### src/rtl/cache_line_fill_ctrl_pkg.sv
// rtl/cache_line_fill_ctrl_pkg.sv - shared AHB-Lite encodings and fill FSM state type
package cache_line_fill_ctrl_pkg;

    typedef enum logic [2:0] {
        BURST_SINGLE = 3'b000,
        BURST_WRAP4  = 3'b010
    } burst_type_t;

    typedef enum logic [1:0] {
        TRANS_IDLE   = 2'b00,
        TRANS_NONSEQ = 2'b10,
        TRANS_SEQ    = 2'b11
    } trans_type_t;

    localparam logic [2:0] HSIZE_WORD = 3'b010;

    typedef enum logic [1:0] {
        IDLE,
        ADDR,
        DATA,
        ERR1
    } fill_state_t;

endpackage

### src/rtl/cache_line_fill_ctrl_wrap_addr_gen.sv
// rtl/cache_line_fill_ctrl_wrap_addr_gen.sv - wrapping beat address and line word index
module cache_line_fill_ctrl_wrap_addr_gen #(
    parameter int ADDR_W = 32
) (
    input  logic [ADDR_W-5:0] base,
    input  logic [1:0]        w0,
    input  logic [1:0]        beat,
    output logic [ADDR_W-1:0] addr,
    output logic [1:0]        word
);

    // 2-bit add keeps the burst inside its 16-byte line
    assign word = w0 + beat;
    assign addr = {base, word, 2'b00};

endmodule

### src/rtl/cache_line_fill_ctrl.sv
// rtl/cache_line_fill_ctrl.sv - I-cache miss line fill via AHB-Lite WRAP4 read burst
module cache_line_fill_ctrl
    import cache_line_fill_ctrl_pkg::*;
#(
    parameter int ADDR_W = 32,
    parameter int DATA_W = 32,
    parameter int LINE_W = 128
) (
    input  logic              hclk,
    input  logic              hrstn,
    input  logic              fill_req,
    input  logic [ADDR_W-1:0] fill_addr,
    output logic              fill_busy,
    output logic              fill_done,
    output logic              fill_err,
    output logic [LINE_W-1:0] fill_line,
    output logic              crit_valid,
    output logic [DATA_W-1:0] crit_data,
    output logic [ADDR_W-1:0] haddr,
    output logic [1:0]        htrans,
    output logic [2:0]        hburst,
    output logic [2:0]        hsize,
    output logic              hwrite,
    input  logic              hready,
    input  logic [DATA_W-1:0] hrdata,
    input  logic              hresp
);

    localparam int BEATS = LINE_W / DATA_W;

    fill_state_t                    state_q, state_d;
    logic [1:0]                     acnt_q, acnt_d;
    logic [1:0]                     dcnt_q, dcnt_d;
    logic [1:0]                     w0_q, w0_d;
    logic [ADDR_W-5:0]              base_q, base_d;
    logic                           dph_q, dph_d;
    logic [BEATS-1:0][DATA_W-1:0]   asm_q, asm_d;
    logic [BEATS-1:0][DATA_W-1:0]   line_q, line_d;
    logic [ADDR_W-1:0]              haddr_q, haddr_d;
    trans_type_t                    htrans_q, htrans_d;
    burst_type_t                    hburst_q, hburst_d;
    logic                           busy_q, busy_d;
    logic                           done_q, done_d;
    logic                           err_q, err_d;
    logic                           cv_q, cv_d;
    logic [DATA_W-1:0]              cd_q, cd_d;

    logic                           end_burst;
    logic [ADDR_W-1:0]              next_addr;
    logic [1:0]                     dword;
    logic [1:0]                     unused_a_word;
    logic [ADDR_W-1:0]              unused_d_addr;
    logic [1:0]                     unused_addr_bits;

    assign unused_addr_bits = fill_addr[1:0];

    cache_line_fill_ctrl_wrap_addr_gen #(.ADDR_W(ADDR_W)) u_agen (
        .base (base_q),
        .w0   (w0_q),
        .beat (acnt_q + 2'd1),
        .addr (next_addr),
        .word (unused_a_word)
    );

    cache_line_fill_ctrl_wrap_addr_gen #(.ADDR_W(ADDR_W)) u_dgen (
        .base (base_q),
        .w0   (w0_q),
        .beat (dcnt_q),
        .addr (unused_d_addr),
        .word (dword)
    );

    always_comb begin
        state_d   = state_q;
        acnt_d    = acnt_q;
        dcnt_d    = dcnt_q;
        w0_d      = w0_q;
        base_d    = base_q;
        dph_d     = dph_q;
        asm_d     = asm_q;
        line_d    = line_q;
        haddr_d   = haddr_q;
        htrans_d  = htrans_q;
        hburst_d  = hburst_q;
        busy_d    = busy_q;
        cd_d      = cd_q;
        done_d    = 1'b0;
        err_d     = 1'b0;
        cv_d      = 1'b0;
        end_burst = 1'b0;

        case (state_q)
            IDLE: begin
                // the fill_done cycle itself never accepts a held request
                if (fill_req && !done_q) begin
                    base_d   = fill_addr[ADDR_W-1:4];
                    w0_d     = fill_addr[3:2];
                    acnt_d   = 2'd0;
                    dcnt_d   = 2'd0;
                    dph_d    = 1'b0;
                    haddr_d  = {fill_addr[ADDR_W-1:2], 2'b00};
                    htrans_d = TRANS_NONSEQ;
                    hburst_d = BURST_WRAP4;
                    busy_d   = 1'b1;
                    state_d  = ADDR;
                end
            end
            ADDR, DATA: begin
                if (hresp) begin
                    if (hready) begin
                        end_burst = 1'b1;
                        done_d    = 1'b1;
                        err_d     = 1'b1;
                    end else begin
                        htrans_d = TRANS_IDLE;
                        state_d  = ERR1;
                    end
                end else if (hready) begin
                    if (htrans_q != TRANS_IDLE) begin
                        acnt_d = acnt_q + 2'd1;
                        if (acnt_q == 2'd3) begin
                            htrans_d = TRANS_IDLE;
                            state_d  = DATA;
                        end else begin
                            htrans_d = TRANS_SEQ;
                            haddr_d  = next_addr;
                        end
                    end
                    dph_d = (htrans_q != TRANS_IDLE);
                    if (dph_q) begin
                        asm_d[dword] = hrdata;
                        dcnt_d       = dcnt_q + 2'd1;
                        if (dcnt_q == 2'd0) begin
                            cv_d = 1'b1;
                            cd_d = hrdata;
                        end
                        if (dcnt_q == 2'd3) begin
                            line_d    = asm_d;
                            done_d    = 1'b1;
                            end_burst = 1'b1;
                        end
                    end
                end
            end
            ERR1: begin
                if (hready) begin
                    end_burst = 1'b1;
                    done_d    = 1'b1;
                    err_d     = 1'b1;
                end
            end
            default: state_d = IDLE;
        endcase

        if (end_burst) begin
            busy_d   = 1'b0;
            htrans_d = TRANS_IDLE;
            hburst_d = BURST_SINGLE;
            acnt_d   = 2'd0;
            dcnt_d   = 2'd0;
            dph_d    = 1'b0;
            state_d  = IDLE;
        end
    end

    always_ff @(posedge hclk or negedge hrstn) begin
        if (!hrstn) begin
            state_q  <= IDLE;
            acnt_q   <= 2'd0;
            dcnt_q   <= 2'd0;
            w0_q     <= 2'd0;
            base_q   <= '0;
            dph_q    <= 1'b0;
            asm_q    <= '0;
            line_q   <= '0;
            haddr_q  <= '0;
            htrans_q <= TRANS_IDLE;
            hburst_q <= BURST_SINGLE;
            busy_q   <= 1'b0;
            done_q   <= 1'b0;
            err_q    <= 1'b0;
            cv_q     <= 1'b0;
            cd_q     <= '0;
        end else begin
            state_q  <= state_d;
            acnt_q   <= acnt_d;
            dcnt_q   <= dcnt_d;
            w0_q     <= w0_d;
            base_q   <= base_d;
            dph_q    <= dph_d;
            asm_q    <= asm_d;
            line_q   <= line_d;
            haddr_q  <= haddr_d;
            htrans_q <= htrans_d;
            hburst_q <= hburst_d;
            busy_q   <= busy_d;
            done_q   <= done_d;
            err_q    <= err_d;
            cv_q     <= cv_d;
            cd_q     <= cd_d;
        end
    end

    assign fill_busy  = busy_q;
    assign fill_done  = done_q;
    assign fill_err   = err_q;
    assign fill_line  = line_q;
    assign crit_valid = cv_q;
    assign crit_data  = cd_q;
    assign haddr      = haddr_q;
    assign htrans     = htrans_q;
    assign hburst     = hburst_q;
    assign hsize      = HSIZE_WORD;
    assign hwrite     = 1'b0;

endmodule
### config.mk
export PLATFORM = sky130hd
export DESIGN_NAME = cache_line_fill_ctrl
export DESIGN_NICKNAME = d
export VERILOG_FILES = /design/src/rtl/cache_line_fill_ctrl_pkg.sv /design/src/rtl/cache_line_fill_ctrl_wrap_addr_gen.sv /design/src/rtl/cache_line_fill_ctrl.sv
export SDC_FILE = /design/constraint.sdc
export NUM_CORES = 1
export LEC_CHECK = 0
export CORE_ASPECT_RATIO = 1.1
export CORE_MARGIN = 2
export CORE_UTILIZATION = 54
export CTS_BUF_LIST = sky130_fd_sc_hd__clkbuf_4
export CTS_CLUSTER_DIAMETER = 80
export DETAILED_ROUTE_END_ITERATION = 16
export MAX_ROUTING_LAYER = met4
export PLACE_DENSITY_LB_ADDON = 0.25
export SLEW_MARGIN = 20
export SYNTH_ARGS = -nofsm -noshare
export SYNTH_HDL_FRONTEND = slang
export SYNTH_SLANG_ARGS = --single-unit
export TNS_END_PERCENT = 20
### constraint.sdc
create_clock -name hclk -period 3.3 [get_ports hclk]
set_input_delay 0.66 -clock hclk [delete_from_list [all_inputs] [get_ports hclk]]
set_output_delay 0.66 -clock hclk [all_outputs]
set_load 0.02 [all_outputs]
* Word-level counts from Yosys, hierarchy flattened
Cells that the tools add are included.
Storage, ports and cells: input bits 69, flip-flop bits (word level) 366, logic and storage cells 130, output and inout port bits 205
Cells by class: equal/unequal tests 19, magnitude comparators 2, add/subtract/negate cells 4, bitwise operators 1, muxes and demuxes 60, reductions and logical operators 22
Operators with widths (count):
- 2-to-1 mux 32 bit | 6
- bitwise mux 128 bit | 1
- demux 32 bit (select 2 bit) | 1
- one-hot mux 32 bit (2 select lines) | 1
- 2-to-1 mux 2 bit | 23
- AND reduction 5 bit | 5
- 2-to-1 mux 1 bit | 18
- != test 4 bit, second input constant | 4
- one-hot mux 2 bit (2 select lines) | 4
- != test 3 bit, second input constant | 5
- AND reduction 6 bit | 2
- != test 2 bit, second input constant | 5
- 2-to-1 mux 3 bit | 3
- == test 2 bit, second input constant | 4
- AND reduction 4 bit | 2
- nonzero test 2 bit | 4
- one-hot mux 1 bit (2 select lines) | 3
- adder 2 x 1 -> 2 bit, second input constant | 2
- adder 2 bit | 2
- zero test 2 bit | 2
- AND reduction 2 bit | 2
- < comparator 2 x 3 -> 1 bit, second input constant | 1
- nonzero test 3 bit | 1
- == test 2 x 1 -> 1 bit, second input constant | 1
- 5 further kinds | 6

* Longest topological paths before layout
Gate-level depths: netlist of the first run.
depth after elaboration 8, depth in mapped cells 11, depth with buffers taken out 6

* Cells and area by module
From an unflattened synthesis of the first run, not the netlist that was laid out.
Unflattened totals: cells, all modules 1259, area, all modules 16032.9 µm²
By module, submodules not included:
- cache_line_fill_ctrl | sequential area each 9083.7 µm², instances 1, area each 15472.3 µm², cells an instance 1189
- cache_line_fill_ctrl_wrap_addr_gen | sequential area each 0.0 µm², instances 2, area each 280.3 µm², cells an instance 35

* Least setup slack after synthesis of the first run
OpenSTA, ideal clock, no wires.
kind reg-to-reg, start register state_q[0], end register line_q, in the netlist fill_line[125], data arrival time 1.966 ns, data required time 3.159 ns, buffers on the path 5, setup slack 1.193 ns, clock period less this slack 2.107 ns, stages on the path, launching flop included 11, setup time 0.141 ns, path through dfrtp_1 > inv_1 > ha_1 > buf_2 > and4b_1 > buf_2 > and2_1 > clkbuf_1 > clkbuf_1 > clkbuf_1 > a31oi_1
On the way: word-level cells in the longest chain between the ends 3, elaborated cells on any way between the ends 4, those cells by class eq/ne: 2; reduce/logical: 2
RTL lines:
- start, declared | line cache_line_fill_ctrl.sv:31 | fill_state_t state_q, state_d;
- start signal, assigned | line cache_line_fill_ctrl.sv:185 | state_q <= state_d;
- == test 2 x 1 -> 1 bit / == test 2 bit (equally long branches) | line cache_line_fill_ctrl.sv:92 | case (state_q)
- OR reduction 2 bit (*) | line cache_line_fill_ctrl.sv:92
- AND reduction 5 bit (no line) (*)
- end signal, assigned | line cache_line_fill_ctrl.sv:192 | line_q <= line_d;
- end, declared | line cache_line_fill_ctrl.sv:38 | logic [BEATS-1:0][DATA_W-1:0] line_q, line_d;
Mark *: on every way between the ends. The rest lies on a longest branch, timed or not. A chain may end at the register's enable or synchronous reset.

* Worst setup path after layout of the first run
start register state_q[0], end register htrans_q[0] (netlist: htrans[0])
On the way: word-level cells in the longest chain between the ends 5, elaborated cells on any way between the ends 14, those cells by class eq/ne: 7; mux: 3; reduce/logical: 4
RTL lines:
- == test 2 x 1 -> 1 bit / == test 2 bit (equally long branches) | line cache_line_fill_ctrl.sv:92
- OR reduction 2 bit | line cache_line_fill_ctrl.sv:92
- one-hot mux 1 bit (2 select lines) | line cache_line_fill_ctrl.sv:92
- != test 4 bit (no line), or another cell as far along
- AND reduction 5 bit (no line)
- end signal, assigned | line cache_line_fill_ctrl.sv:194 | htrans_q <= htrans_d;
- end, declared | line cache_line_fill_ctrl.sv:40 | trans_type_t htrans_q, htrans_d;
Several ways; a longest one is shown, not always the timed one.

==> results of run 1 <==
==> through the flow <==
stage | hold slack, ps | utilization, %
final | 499.7 | 69.81
after global routing | 516.2 | 69.81
after CTS | 500.7 | 69.79
after detailed placement | 485.3 | 65.92
after global placement | 475.0 | 65.92
after floorplan | 364.4 | -
==> routing by layer <==
metal	global-route usage, %	part of all wire (%)	up-vias
met5	-	0	-
met4	7.965	2.1	0
met3	4.752	5.1	53
met2	40.33	49	282
met1	32.99	44	5352
li1	-	-	4996
==> cells in the mapped netlist, types with 3 or more instances <==
cell,count
sky130_fd_sc_hd__buf_1,11
sky130_fd_sc_hd__nor3_1,3
sky130_fd_sc_hd__buf_6,5
sky130_fd_sc_hd__buf_2,26
sky130_fd_sc_hd__nand2_1,66
sky130_fd_sc_hd__a31oi_1,60
sky130_fd_sc_hd__nor2_1,134
sky130_fd_sc_hd__clkbuf_1,73
sky130_fd_sc_hd__dfrtp_1,361
sky130_fd_sc_hd__ha_1,7
sky130_fd_sc_hd__nand3_1,4
sky130_fd_sc_hd__a21oi_1,137
sky130_fd_sc_hd__mux2_1,8
sky130_fd_sc_hd__mux2i_1,132
sky130_fd_sc_hd__mux2_4,30
sky130_fd_sc_hd__inv_1,9
sky130_fd_sc_hd__buf_4,12
sky130_fd_sc_hd__mux2_2,155
sky130_fd_sc_hd__o211ai_1,4
sky130_fd_sc_hd__nand2b_1,6
==> flip-flops by register name (all words and copies together), names as in the netlist <==
name,flops
acnt_q,2
asm_q,128
base_q,28
crit_data,32
crit_valid,1
dcnt_q,2
dph_q,1
fill_busy,1
fill_done,1
fill_err,1
fill_line,128
haddr,30
htrans,2
state_q,2
w0_q,2
==> logic make-up after synthesis <==
logic type	after synthesis	synth area share [%]
flops	361	58.54
compound gates	208	7.403
simple gates	222	5.749
xor+xnor	3	0.2595
fa+ha+maj	7	0.5676
mux	325	23.38
buf+inv	136	4.054
other cells	2	0.04867
==> worst paths after layout <==
kind	startpoint	end	slack [ps]	depth (start not counted)
setup / recovery	state_q[0]$_DFFE_PN0P_	htrans[0]$_DFFE_PN0P_	760	7
hold / removal	asm_q[116]$_DFFE_PN0P_	asm_q[116]$_DFFE_PN0P_	500	1
hold reg to reg	asm_q[116]$_DFFE_PN0P_	asm_q[116]$_DFFE_PN0P_	500	1
min in group asynchronous	hrstn	haddr[18]$_DFFE_PN0P_	530	2
max in group asynchronous	hrstn	crit_data[22]$_DFFE_PN0P_	1810	4
setup reg to reg	state_q[0]$_DFFE_PN0P_	htrans[0]$_DFFE_PN0P_	760	7
==> power by group through the flow <==
stage	Sequential, mW	Clock, mW	Combinational [mW]
6_report	6.11	3.55	6.81
5_1_grt	6.25	3.90	7.33
4_1_cts	6.11	3.66	6.85
3_5_place_dp	6.18	0	6.83
3_3_place_gp	6.11	0	6.71
2_1_floorplan	6.56	0	4.26
==> area by class of cell <==
cell class,instances,area share [%]
flip-flops and latches,361,46.30
diodes,2,0.02565
inverters,9,0.1732
repair buffers,304,15.62
clock buffers,122,4.694
multi-input cells,773,30.05
clock inverters,31,0.8081
well taps,363,2.328
==> cell usage in the layout, fill, tap and decap left out, types with 30 or more instances in the layout <==
cell type / n
sky130_fd_sc_hd__mux2_4: 30
sky130_fd_sc_hd__buf_4: 32
sky130_fd_sc_hd__mux2_2: 155
sky130_fd_sc_hd__a21oi_1: 136
sky130_fd_sc_hd__nand2_1: 63
sky130_fd_sc_hd__a31oi_1: 60
sky130_fd_sc_hd__clkdlybuf4s50_1: 262
sky130_fd_sc_hd__nor2_1: 134
sky130_fd_sc_hd__dfrtp_1: 361
sky130_fd_sc_hd__clkbuf_4: 122
sky130_fd_sc_hd__mux2i_1: 132
==> implementation parameters, run 1 <==
Parameter                              Value

Power
  Internal power ... 10.56 mW
  Net switching power ... about 6 mW
  Logic gate share of total power ... 41.3%
  Clock power frac ... 21.6%
  IR drop worst, VDD ... approximately 0.00059 V
  Overall power consumption ... between 15 and 20 mW
  Portion of total power attributed to sequential cells ... 37.1%
  Switching power as a share of total power ... a little over a third
  Power density over the cells ... 844.4 nW/µm²
  LEAKAGE ... 9.187 nW

Min path
  Worst hold path type ... reg -> reg

Worst setup path
  Critical Path Fanout Max ... 42
  Type of element capturing the critical path ... flip-flop
  Slowest stage delay, CP ... 550 ps
  Sum of buffers and inverters on the critical path ... 3
  Crit path max-delay family ... buffers and inverters
  Data required time of the critical path ... 3890 ps
  Ordered list of cells on the worst path ... inv_1 -> ha_2 -> buf_4 -> inv_1 -> o21ai_0 -> a21oi_1 -> mux2_2
  Most numerous cell on the critical path ... sky130_fd_sc_hd__inv_1
  Arrival time at the worst endpoint ... 3130 ps
  Worst-path cell with the longest stage delay ... sky130_fd_sc_hd__buf_4
  Critical Setup Path Class ... reg -> reg
  Kind of launch point of the worst setup path ... flip-flop

Flow run
  Number of max-cap violations ... 0

STA
  RSZ-0062 raised after global routing ... no
  Final setup violation count ... 0
  PnR worst setup slack ... 759.8 ps
  Slew HR ... 55.44%
  Fmax ... 393.7 MHz
  Final count of hold timing violations ... 0
  Sum Neg Setup Slack ... 0 ps
  Slew of the pin with the lowest slew margin ... between 600 and 700 ps
  Ratio of final minimum period to clock period ... 76.98%
  Layout Skew ... around 70 ps
  Number of pins exceeding their max-slew limit in the final report ... 0
  Clock period minus worst slack ... roughly 2500 ps

Logic synthesis
  Yosys warning total ... 0
  Proportion of synthesized chip area in sequential cells ... between 50 and 60%
  Number of instances in the synthesized netlist ... about 1300
  Fraction of registers with async set or reset after synthesis ... 100.0%
  Synthesized area ... 15430 µm²
  Dominant cell type by area after synthesis ... sky130_fd_sc_hd__dfrtp_1
  Synthesis-stage register bit count ... 361
  Number of distinct library cell variants in the gate-level netlist after synthesis ... 36
  Leading post-synthesis cells by cell area ... sky130_fd_sc_hd__dfrtp_1, sky130_fd_sc_hd__mux2_2, sky130_fd_sc_hd__mux2i_1
  EDFF count, synth ... 0
  Per-instance average area after synthesis ... 12.21 µm²
  Top cell type's share of synthesized area ... 58.54%
  Most common flop cell mapped by yosys ... sky130_fd_sc_hd__dfrtp_1

CTS
  Clock edge transition at the registers on the reported setup and hold paths ... 70 ps
  Clock Sink Count ... 361
  Post-CTS sizing ... 0
  Clock tree root buffer cell ... sky130_fd_sc_hd__clkbuf_4
  Post-CTS setup-driven buffer insertion count ... 0
  Maximum number of buffers from clock root to sink ... 3
  TritonCTS clock tree ... done
  Inserted Clock Buffers ... 90
  H-Tree Depth ... 3
  # hold bufs at CTS ... 1
  Clock latency on the worst-skew pair ... 700 ps

Detailed routing
  Total iterations of the first detailed-routing run ... 5
  Average wire length per cell after detail routing ... 18.20 µm
  Post-Route WL ... 35760 µm
  Number of nets with antenna violations after routing ... 0
  Iteration-0 DRC Markers ... 580
  Count of vias placed by the detailed router ... between 10000 and 15000
  Post-route DRC ... 0
  Ratio of routed vias to standard cells ... around 5.4

Global routing
  Vias in the first global route ... 11068
  Number of antenna violations at the first check in global routing ... 1
  Global-route wire length before repair ... roughly 60000 µm
  GR Util All Layers ... 25.31%
  Total grt overflow ... 0
  Pin count of the biggest net entering global routing ... 111

Placed design
  Number of port buffers ... 263
  Gp weighted congestion ... 0.7679
  Dpl cells ... roughly 1800
  Half-perimeter wire length after detailed placement ... 22820 µm
  Post-Place Setup Slack ... 582.0 ps
  Placed cell areas ... roughly 18000 µm²

Layout
  Combined area of the multi-input logic cells ... slightly below 6000 µm²
  Final #Nets ... 1615
  Share of post-route cells with drive strength above 1 ... between 20% and 30%
  Layout Area Growth over Synthesis ... 26.43%
  FILL cells ... 2063
  Number of standard cells in the final layout excluding fillers ... 1965
  Cell area after layout ... 19510 µm²
  Sequential cell area ... 9034 µm²

Floorplanning
  Area of the die ... 29950 µm²
  Std-Cell Rows ... 64
  Placeable core area ... 27950 µm²
  Starting utilization of the core area ... 55.22%
  Die boundary height ... 181.3 µm
  Number of ports placed on the die boundary ... ~270
  Die X-Extent ... 165.2 µm

Run status
  Status ... completed
(Power assumes the default switching activity.)
==> inputs of run 2 (changes only) <==
==> constraint.sdc (replaced) <==
create_clock -name hclk -period 2.4 [get_ports hclk]
set_input_delay 0.48 -clock hclk [delete_from_list [all_inputs] [get_ports hclk]]
set_output_delay 0.48 -clock hclk [all_outputs]
set_load 0.02 [all_outputs]
==> run 2 against run 1 <==
Net effect: sequential power up 38%; setup slack worse by 540 ps; flip-flop and latch count unchanged; combinational power up 43%; critical endpoint is now crit_data[1].
==> implementation parameters, run 2 (synthesis results as in run 1) <==
Parameter                              Value

Placed design
  Gp weighted congestion ... 0.8000 (was 0.7679)
  Placed cell areas ... 18640 µm² (was 18420 µm²)
  Half-perimeter wire length after detailed placement ... 23120 µm (was 22820 µm)
  Post-Place Setup Slack ... 116.0 ps (was 582.0 ps)
  Number of port buffers ... 263 (unchanged)
  Dpl cells ... 1818 (was 1809)

Global routing
  Total grt overflow ... 0 (unchanged)
  Global-route wire length before repair ... 58360 µm (was 58290 µm)
  GR Util All Layers ... 25.30% (was 25.31%)
  Vias in the first global route ... 11184 (was 11068)
  Number of antenna violations at the first check in global routing ... 1 (unchanged)
  Pin count of the biggest net entering global routing ... 70 (was 111)

Layout
  Cell area after layout ... 19720 µm² (was 19510 µm²)
  Number of standard cells in the final layout excluding fillers ... 1966 (was 1965)
  Share of post-route cells with drive strength above 1 ... 23.99% (was 23.13%)
  Layout Area Growth over Synthesis ... 27.80% (was 26.43%)
  Final standard cell utilization of the core ... 70.56% (was 69.81%)
  Commonest cells after routing, fill and taps aside ... sky130_fd_sc_hd__dfrtp_1, sky130_fd_sc_hd__clkdlybuf4s50_1, sky130_fd_sc_hd__mux2_2 (unchanged)
  Final #Nets ... 1624 (was 1615)
  Most common cell after layout, fill and taps aside ... sky130_fd_sc_hd__dfrtp_1 (unchanged)

Power
  Logic gate share of total power ... 42.3% (was 41.3%)
  Net switching power ... 8.153 mW (was 5.915 mW)
  Switching power as a share of total power ... 35.45% (was 35.90%)
  Clock power frac ... 21.2% (was 21.6%)
  Portion of total power attributed to sequential cells ... 36.5% (was 37.1%)
  Overall power consumption ... 23.00 mW (was 16.47 mW)
  IR drop worst, VDD ... 0.0008592 V (was 0.0005909 V)
  LEAKAGE ... 9.278 nW (was 9.187 nW)
  Internal power ... 14.85 mW (was 10.56 mW)
  Power density over the cells ... 1166 nW/µm² (was 844.4 nW/µm²)

Detailed routing
  Iteration-0 DRC Markers ... 513 (was 580)
  Ratio of routed vias to standard cells ... 5.451 (was 5.437)
  Post-Route WL ... 35850 µm (was 35760 µm)
  Post-route DRC ... 0 (unchanged)
  Count of vias placed by the detailed router ... 10717 (was 10683)
  Average wire length per cell after detail routing ... 18.24 µm (was 18.20 µm)
  Number of nets with antenna violations after routing ... 0 (unchanged)
  Total iterations of the first detailed-routing run ... 5 (unchanged)

CTS
  Maximum number of buffers from clock root to sink ... 3 (unchanged)
  # hold bufs at CTS ... 1 (unchanged)
  Post-CTS sizing ... 0 (unchanged)
  Clock edge transition at the registers on the reported setup and hold paths ... 70 ps (about the same)
  Clock tree root buffer cell ... sky130_fd_sc_hd__clkbuf_4 (unchanged)
  H-Tree Depth ... 3 (unchanged)
  Clock latency on the worst-skew pair ... 680 ps (was 700 ps)
  Post-CTS setup-driven buffer insertion count ... 0 (unchanged)
  TritonCTS clock tree ... done (unchanged)
  Inserted Clock Buffers ... 90 (unchanged)
  Clock Sink Count ... 361 (unchanged)

STA
  Ratio of final minimum period to clock period ... approximately nine tenths
  Fmax ... 459.2 MHz
  PnR worst setup slack ... 222.4 ps (was 759.8 ps)
  Clock period minus worst slack ... 2178 ps
  Sum Neg Setup Slack ... 0 ps (unchanged)
  Final setup violation count ... 0 (unchanged)
  Final count of hold timing violations ... 0 (unchanged)
  Worst hold slack ... 307.4 ps (was 499.7 ps)
  Layout Skew ... 60.94 ps (was 69.74 ps)
  Number of pins exceeding their max-slew limit in the final report ... 0 (unchanged)
  RSZ-0062 raised after global routing ... no (unchanged)

Worst setup path
  Critical Path Fanout Max ... 2 (was 42)
  Total stage count of the critical path ... 1 (was 7)
  Arrival time at the worst endpoint ... 1700 ps (was 3130 ps)
  Worst-path cell with the longest stage delay ... sky130_fd_sc_hd__clkdlybuf4s50_1 (was sky130_fd_sc_hd__buf_4)
  Slowest stage delay, CP ... 670 ps (was 550 ps)
  Ordered list of cells on the worst path ... clkdlybuf4s50_1 (was inv_1 -> ha_2 -> buf_4 -> inv_1 -> o21ai_0 -> a21oi_1 -> mux2_2)
  Critical Setup Path Class ... reg -> out (was reg -> reg)
  Data required time of the critical path ... 1920 ps (was 3890 ps)
  Worst Reg-to-Reg Cells ... 7 (unchanged)
  Sum of buffers and inverters on the critical path ... 1 (was 3)
  Type of element capturing the critical path ... output port (was flip-flop)
  Kind of launch point of the worst setup path ... flip-flop (unchanged)
  Crit path max-delay family ... buffers and inverters (unchanged)

Floorplanning
  Number of ports placed on the die boundary ... 274 (unchanged)
  Die X-Extent ... 165.2 µm (unchanged)
  Std-Cell Rows ... 64 (unchanged)
  Die boundary height ... 181.3 µm (unchanged)
  Area of the die ... 29950 µm² (unchanged)
  Starting utilization of the core area ... 55.22% (unchanged)
  Placeable core area ... 27950 µm² (unchanged)

Flow run
  Number of max-cap violations ... 0 (unchanged)

Run status
  Status ... completed (unchanged)

Min path
  Worst hold path type ... in -> async (was reg -> reg)
## run 2: changes by cell type in the layout (fill, tap and decap cells not counted)
cell,delta
sky130_fd_sc_hd__clkinv_1,-13
sky130_fd_sc_hd__buf_12,+12
sky130_fd_sc_hd__clkbuf_4,+6
sky130_fd_sc_hd__buf_4,-3
sky130_fd_sc_hd__inv_2,-1
## run 2: per-layer routing
metal  routed length [µm]  track usage, %
met1                15660           32.49
met2                17740           40.27
met3                 1839           5.785
met4                  616           7.513
met5                    0               -
## run 2: area by class of cell
class / count / area, µm²
repair buffers: 313 / 3266
fillers: 2062 / 8227
multi-input cells: 773 / 5862
inverters: 9 / 33.78
diodes: 2 / 5.005
flip-flops and latches: 361 / 9034
clock inverters: 17 / 105.1
clock buffers: 128 / 960.9
well taps: 363 / 454.2
## run 2: final timing paths
kind	end	from	slack, ps
min in group hclk	base_q[11]$_DFFE_PN0P_	fill_addr[15]	440
worst min register to register	asm_q[118]$_DFFE_PN0P_	asm_q[118]$_DFFE_PN0P_	500
max in group asynchronous	fill_line[12]$_DFFE_PN0P_	hrstn	1340
worst max-delay path	crit_data[1]	crit_data[1]$_DFFE_PN0P_	220
worst max register to register	acnt_q[0]$_DFFE_PN0P_	state_q[1]$_DFFE_PN0P_	250
worst min-delay path	haddr[18]$_DFFE_PN0P_	hrstn	310
## run 2: power groups by stage
stage | clock network (mW) | logic [mW] | registers (mW)
floorplan | 0 | 5.85 | 9.02
global placement | 0 | 9.56 | 8.41
detailed placement | 0 | 9.77 | 8.50
CTS | 5.04 | 9.80 | 8.41
global route | 5.39 | 10.5 | 8.58
finish | 4.87 | 9.72 | 8.41
==> inputs of run 3 (changes only) <==
--- a/config.mk
+++ b/config.mk
@@ -5,6 +5,7 @@
 export SDC_FILE = /design/constraint.sdc
 export NUM_CORES = 1
 export LEC_CHECK = 0
+export ABC_AREA = 1
 export CORE_ASPECT_RATIO = 1.1
 export CORE_MARGIN = 2
 export CORE_UTILIZATION = 54
@@ -13,7 +14,8 @@
 export DETAILED_ROUTE_END_ITERATION = 16
 export MAX_ROUTING_LAYER = met4
 export PLACE_DENSITY_LB_ADDON = 0.25
-export SLEW_MARGIN = 20
+export SETUP_SLACK_MARGIN = 0.2
+export SLEW_MARGIN = 10
 export SYNTH_ARGS = -nofsm -noshare
 export SYNTH_HDL_FRONTEND = slang
 export SYNTH_SLANG_ARGS = --single-unit
==> run 3 against run 2 <==
Net effect: total power is 12% higher; synthesized area is 7.4% higher; clock-buffer cell count is 1 higher; core utilization is 2.1 points lower; combinational power is 19% higher; sequential power is 8.1% higher; critical path depth stayed put; setup slack worse by 52 ps; global-route usage is 5.3 points higher; sequential share of layout area is 2.3 points lower; critical path type unchanged; largest cell class unchanged; largest power group unchanged.
==> implementation parameters, run 3 <==
Parameter                              Value

Global routing
  Pin count of the biggest net entering global routing ... 129 (was 70)
  Number of antenna violations at the first check in global routing ... 1 (unchanged)
  Global-route wire length before repair ... 76730 µm (was 58360 µm)
  GR Util All Layers ... 30.59% (was 25.30%)
  Vias in the first global route ... 15237 (was 11184)
  Total grt overflow ... 0 (unchanged)

Worst setup path
  Slowest stage delay, CP ... 630 ps (was 670 ps)
  Type of element capturing the critical path ... output port (unchanged)
  Data required time of the critical path ... 1920 ps (about the same)
  Critical Path Fanout Max ... 2 (unchanged)
  Sum of buffers and inverters on the critical path ... 1 (unchanged)
  Critical Setup Path Class ... reg -> out (unchanged)
  Worst-path cell with the longest stage delay ... sky130_fd_sc_hd__clkdlybuf4s50_1 (unchanged)
  Crit path max-delay family ... buffers and inverters (unchanged)
  Ordered list of cells on the worst path ... clkdlybuf4s50_1 (unchanged)
  Arrival time at the worst endpoint ... 1750 ps (was 1700 ps)
  Kind of launch point of the worst setup path ... flip-flop (unchanged)

Detailed routing
  Iteration-0 DRC Markers ... 1759 (was 513)
  Post-Route WL ... 46520 µm (was 35850 µm)
  Number of nets with antenna violations after routing ... 0 (unchanged)
  Total iterations of the first detailed-routing run ... 6 (was 5)
  Ratio of routed vias to standard cells ... 5.386 (was 5.451)
  Average wire length per cell after detail routing ... 16.45 µm (was 18.24 µm)
  Count of vias placed by the detailed router ... 15226 (was 10717)
  Post-route DRC ... 0 (unchanged)

Logic synthesis
  Per-instance average area after synthesis ... 7.932 µm² (was 12.21 µm²)
  Synthesized area ... 16570 µm² (was 15430 µm²)
  Number of distinct library cell variants in the gate-level netlist after synthesis ... 20 (was 36)
  EDFF count, synth ... 0 (unchanged)
  Top-count cell post-synth ... sky130_fd_sc_hd__nand2_1 (was sky130_fd_sc_hd__dfrtp_1)
  Dominant cell type by area after synthesis ... sky130_fd_sc_hd__dfrtp_1 (unchanged)
  Top cell type's share of synthesized area ... 54.52% (was 58.54%)
  Yosys warning total ... 0 (unchanged)
  Most common library cells after synthesis ... sky130_fd_sc_hd__nand2_1, sky130_fd_sc_hd__dfrtp_1, sky130_fd_sc_hd__nand3_1, sky130_fd_sc_hd__inv_1, sky130_fd_sc_hd__nand4_1 (was sky130_fd_sc_hd__dfrtp_1, sky130_fd_sc_hd__mux2_2, sky130_fd_sc_hd__a21oi_1, sky130_fd_sc_hd__nor2_1, sky130_fd_sc_hd__mux2i_1)
  Leading post-synthesis cells by cell area ... sky130_fd_sc_hd__dfrtp_1, sky130_fd_sc_hd__nand2_1, sky130_fd_sc_hd__nand3_1 (was sky130_fd_sc_hd__dfrtp_1, sky130_fd_sc_hd__mux2_2, sky130_fd_sc_hd__mux2i_1)
  Fraction of registers with async set or reset after synthesis ... 100.0% (unchanged)
  Number of instances in the synthesized netlist ... 2089 (was 1264)
  Proportion of synthesized chip area in sequential cells ... 54.52% (was 58.54%)
  Synthesis-stage register bit count ... 361 (unchanged)
  Most common flop cell mapped by yosys ... sky130_fd_sc_hd__dfrtp_1 (unchanged)

Placed design
  Gp weighted congestion ... 0.8295 (was 0.8000)
  Number of port buffers ... 263 (unchanged)
  Half-perimeter wire length after detailed placement ... 29540 µm (was 23120 µm)
  Post-Place Setup Slack ... 78.98 ps (was 116.0 ps)

Power
  Portion of total power attributed to sequential cells ... 35.2% (was 36.5%)
  Logic gate share of total power ... 45.0% (was 42.3%)
  Clock power frac ... 19.8% (was 21.2%)
  IR drop worst, VDD ... 0.0009183 V (was 0.0008592 V)
  Net switching power ... 11.19 mW (was 8.153 mW)
  LEAKAGE ... 11.81 nW (was 9.278 nW)
  Internal power ... 14.65 mW (was 14.85 mW)
  Power density over the cells ... 1244 nW/µm² (was 1166 nW/µm²)
  Switching power as a share of total power ... 43.31% (was 35.45%)

CTS
  Clock edge transition at the registers on the reported setup and hold paths ... 70 ps (about the same)
  Clock Sink Count ... 361 (unchanged)
  Inserted Clock Buffers ... 91 (was 90)
  Clock latency on the worst-skew pair ... 750 ps (was 680 ps)
  H-Tree Depth ... 3 (unchanged)
  Clock tree root buffer cell ... sky130_fd_sc_hd__clkbuf_4 (unchanged)
  TritonCTS clock tree ... done (unchanged)
  Maximum number of buffers from clock root to sink ... 3 (unchanged)

STA
  Ratio of final minimum period to clock period ... 92.88% (was 90.73%)
  Clock period minus worst slack ... 2229 ps (was 2178 ps)
  Slew HR ... approximately 57%
  Slew of the pin with the lowest slew margin ... 643.1 ps
  RSZ-0062 raised after global routing ... yes (was no)
  Layout Skew ... 47.84 ps (was 60.94 ps)
  Fmax ... 448.6 MHz (was 459.2 MHz)
  PnR worst setup slack ... 170.9 ps (was 222.4 ps)
  Number of pins exceeding their max-slew limit in the final report ... 0 (unchanged)
  Final setup violation count ... 0 (unchanged)
  Sum Neg Setup Slack ... 0 ps (unchanged)
  Final count of hold timing violations ... 0 (unchanged)

Layout
  Final #Nets ... 2436 (was 1624)
  Most common cell after layout, fill and taps aside ... sky130_fd_sc_hd__nand2_1 (was sky130_fd_sc_hd__dfrtp_1)
  Commonest cells after routing, fill and taps aside ... sky130_fd_sc_hd__nand2_1, sky130_fd_sc_hd__dfrtp_1, sky130_fd_sc_hd__nand3_1 (was sky130_fd_sc_hd__dfrtp_1, sky130_fd_sc_hd__clkdlybuf4s50_1, sky130_fd_sc_hd__mux2_2)
  FILL cells ... 2439 (was 2062)
  Share of post-route cells with drive strength above 1 ... 8.167% (was 23.99%)
  Layout Area Growth over Synthesis ... 25.42% (was 27.80%)

Min path
  Worst hold path type ... in -> async (unchanged)

Flow run
  Number of max-cap violations ... 0 (unchanged)

Floorplanning
  Placeable core area ... 30350 µm² (was 27950 µm²)
  Starting utilization of the core area ... 54.60% (was 55.22%)
  Die boundary height ... 187.7 µm (was 181.3 µm)
  Std-Cell Rows ... 67 (was 64)
  Area of the die ... 32100 µm² (was 29950 µm²)
  Number of ports placed on the die boundary ... 274 (unchanged)
  Die X-Extent ... 171.0 µm (was 165.2 µm)

Run status
  Status ... completed (unchanged)
## run 3: cell count changes after synthesis, sizes merged, moves of 45 or more
cell   previous run  this run
a21oi           137         2
a31oi            60         0
buf              54        99
inv               9       216
mux2            193         0
mux2i           132         0
nand2            66       851
nand3             4       334
nand4             0        68
nor2            135        13
o21ai             2        66
## run 3: worst register-to-register path, delay by kind of cell, from the launching register on
| kind | cells | cell delay (ps) |
|---|---|---|
| buf+inv | 3 | 800 |
| simple gates | 4 | 500 |
| fa+ha+maj | 1 | 290 |
| flops | 1 | 370 |
## run 3: timing repair
item,CTS,global route
hold buffers,1,0
setup endpoints to repair,142,177
endpoints found under the hold margin,52,0
buffers inserted,0,0
resized for setup,28,35
## run 3: power groups by stage
stage	Combinational [mW]	Sequential (mW)	Clock (mW)
2_1_floorplan	6.62	9.97	0
3_3_place_gp	11.2	9.08	0
3_5_place_dp	11.6	9.15	0
4_1_cts	11.6	9.07	5.20
5_1_grt	12.9	9.30	5.57
6_report	11.6	9.09	5.13
## run 3: per-stage QoR
| stage | util [%] | hold WS (ps) | instances | power (mW) | instance area, µm² |
|---|---|---|---|---|---|
| 2_1_floorplan | - | 184.4 | 2095 | 16.59 | 16590 |
| 3_3_place_gp | 64.67 | 460.8 | 2680 | 20.26 | 19620 |
| 3_5_place_dp | 64.67 | 464.3 | 2680 | 20.78 | 19620 |
| 4_1_cts | 68.19 | 266.5 | 2826 | 25.93 | 20690 |
| 5_1_grt | 68.48 | 281.8 | 2827 | 27.80 | 20780 |
| 6_report | 68.48 | 249.9 | 2827 | 25.85 | 20780 |
## run 3: layer usage
layer	GRT usage [%]	wire [µm]
met1	39.36	18930
met2	46.99	21810
met3	7.535	4458
met4	11.64	1316
met5	-	0
## run 3: path summary, 6_finish.rpt
check,start,endpoint,slack [ps],cells past startpoint
setup / recovery,fill_line[85]$_DFFE_PN0P_,fill_line[85],170,1
hold / removal,hrstn,fill_line[59]$_DFFE_PN0P_,250,2
setup reg to reg,state_q[1]$_DFFE_PN0P_,asm_q[37]$_DFFE_PN0P_,340,8
hold reg to reg,fill_line[110]$_DFFE_PN0P_,fill_line[110]$_DFFE_PN0P_,470,2
max in group asynchronous,hrstn,asm_q[83]$_DFFE_PN0P_,1320,3
min in group hclk,fill_addr[15],base_q[11]$_DFFE_PN0P_,320,3
## run 3: area by class of cell
cell class              count  area [µm²]  share of cell area [%]
flip-flops and latches    361        9034                   43.47
multi-input cells        1380        6086                   29.28
repair buffers            310        3233                   15.56
clock buffers             129       968.4                   4.660
inverters                 216       815.8                   3.925
well taps                 414       518.0                   2.492
clock inverters            16       125.1                  0.6020
diodes                      1       2.502                 0.01204
## run 3: cells by family after synthesis
family,after synthesis,share of synthesized area [%]
other,2,0.04532
AND/OR/NAND/NOR,1267,32.33
adder cells (fa/ha/maj),7,0.5286
AO/OA/AOI/OAI,97,3.368
flip-flops,361,54.52
buffers and inverters,354,9.160
XOR/XNOR,1,0.05287
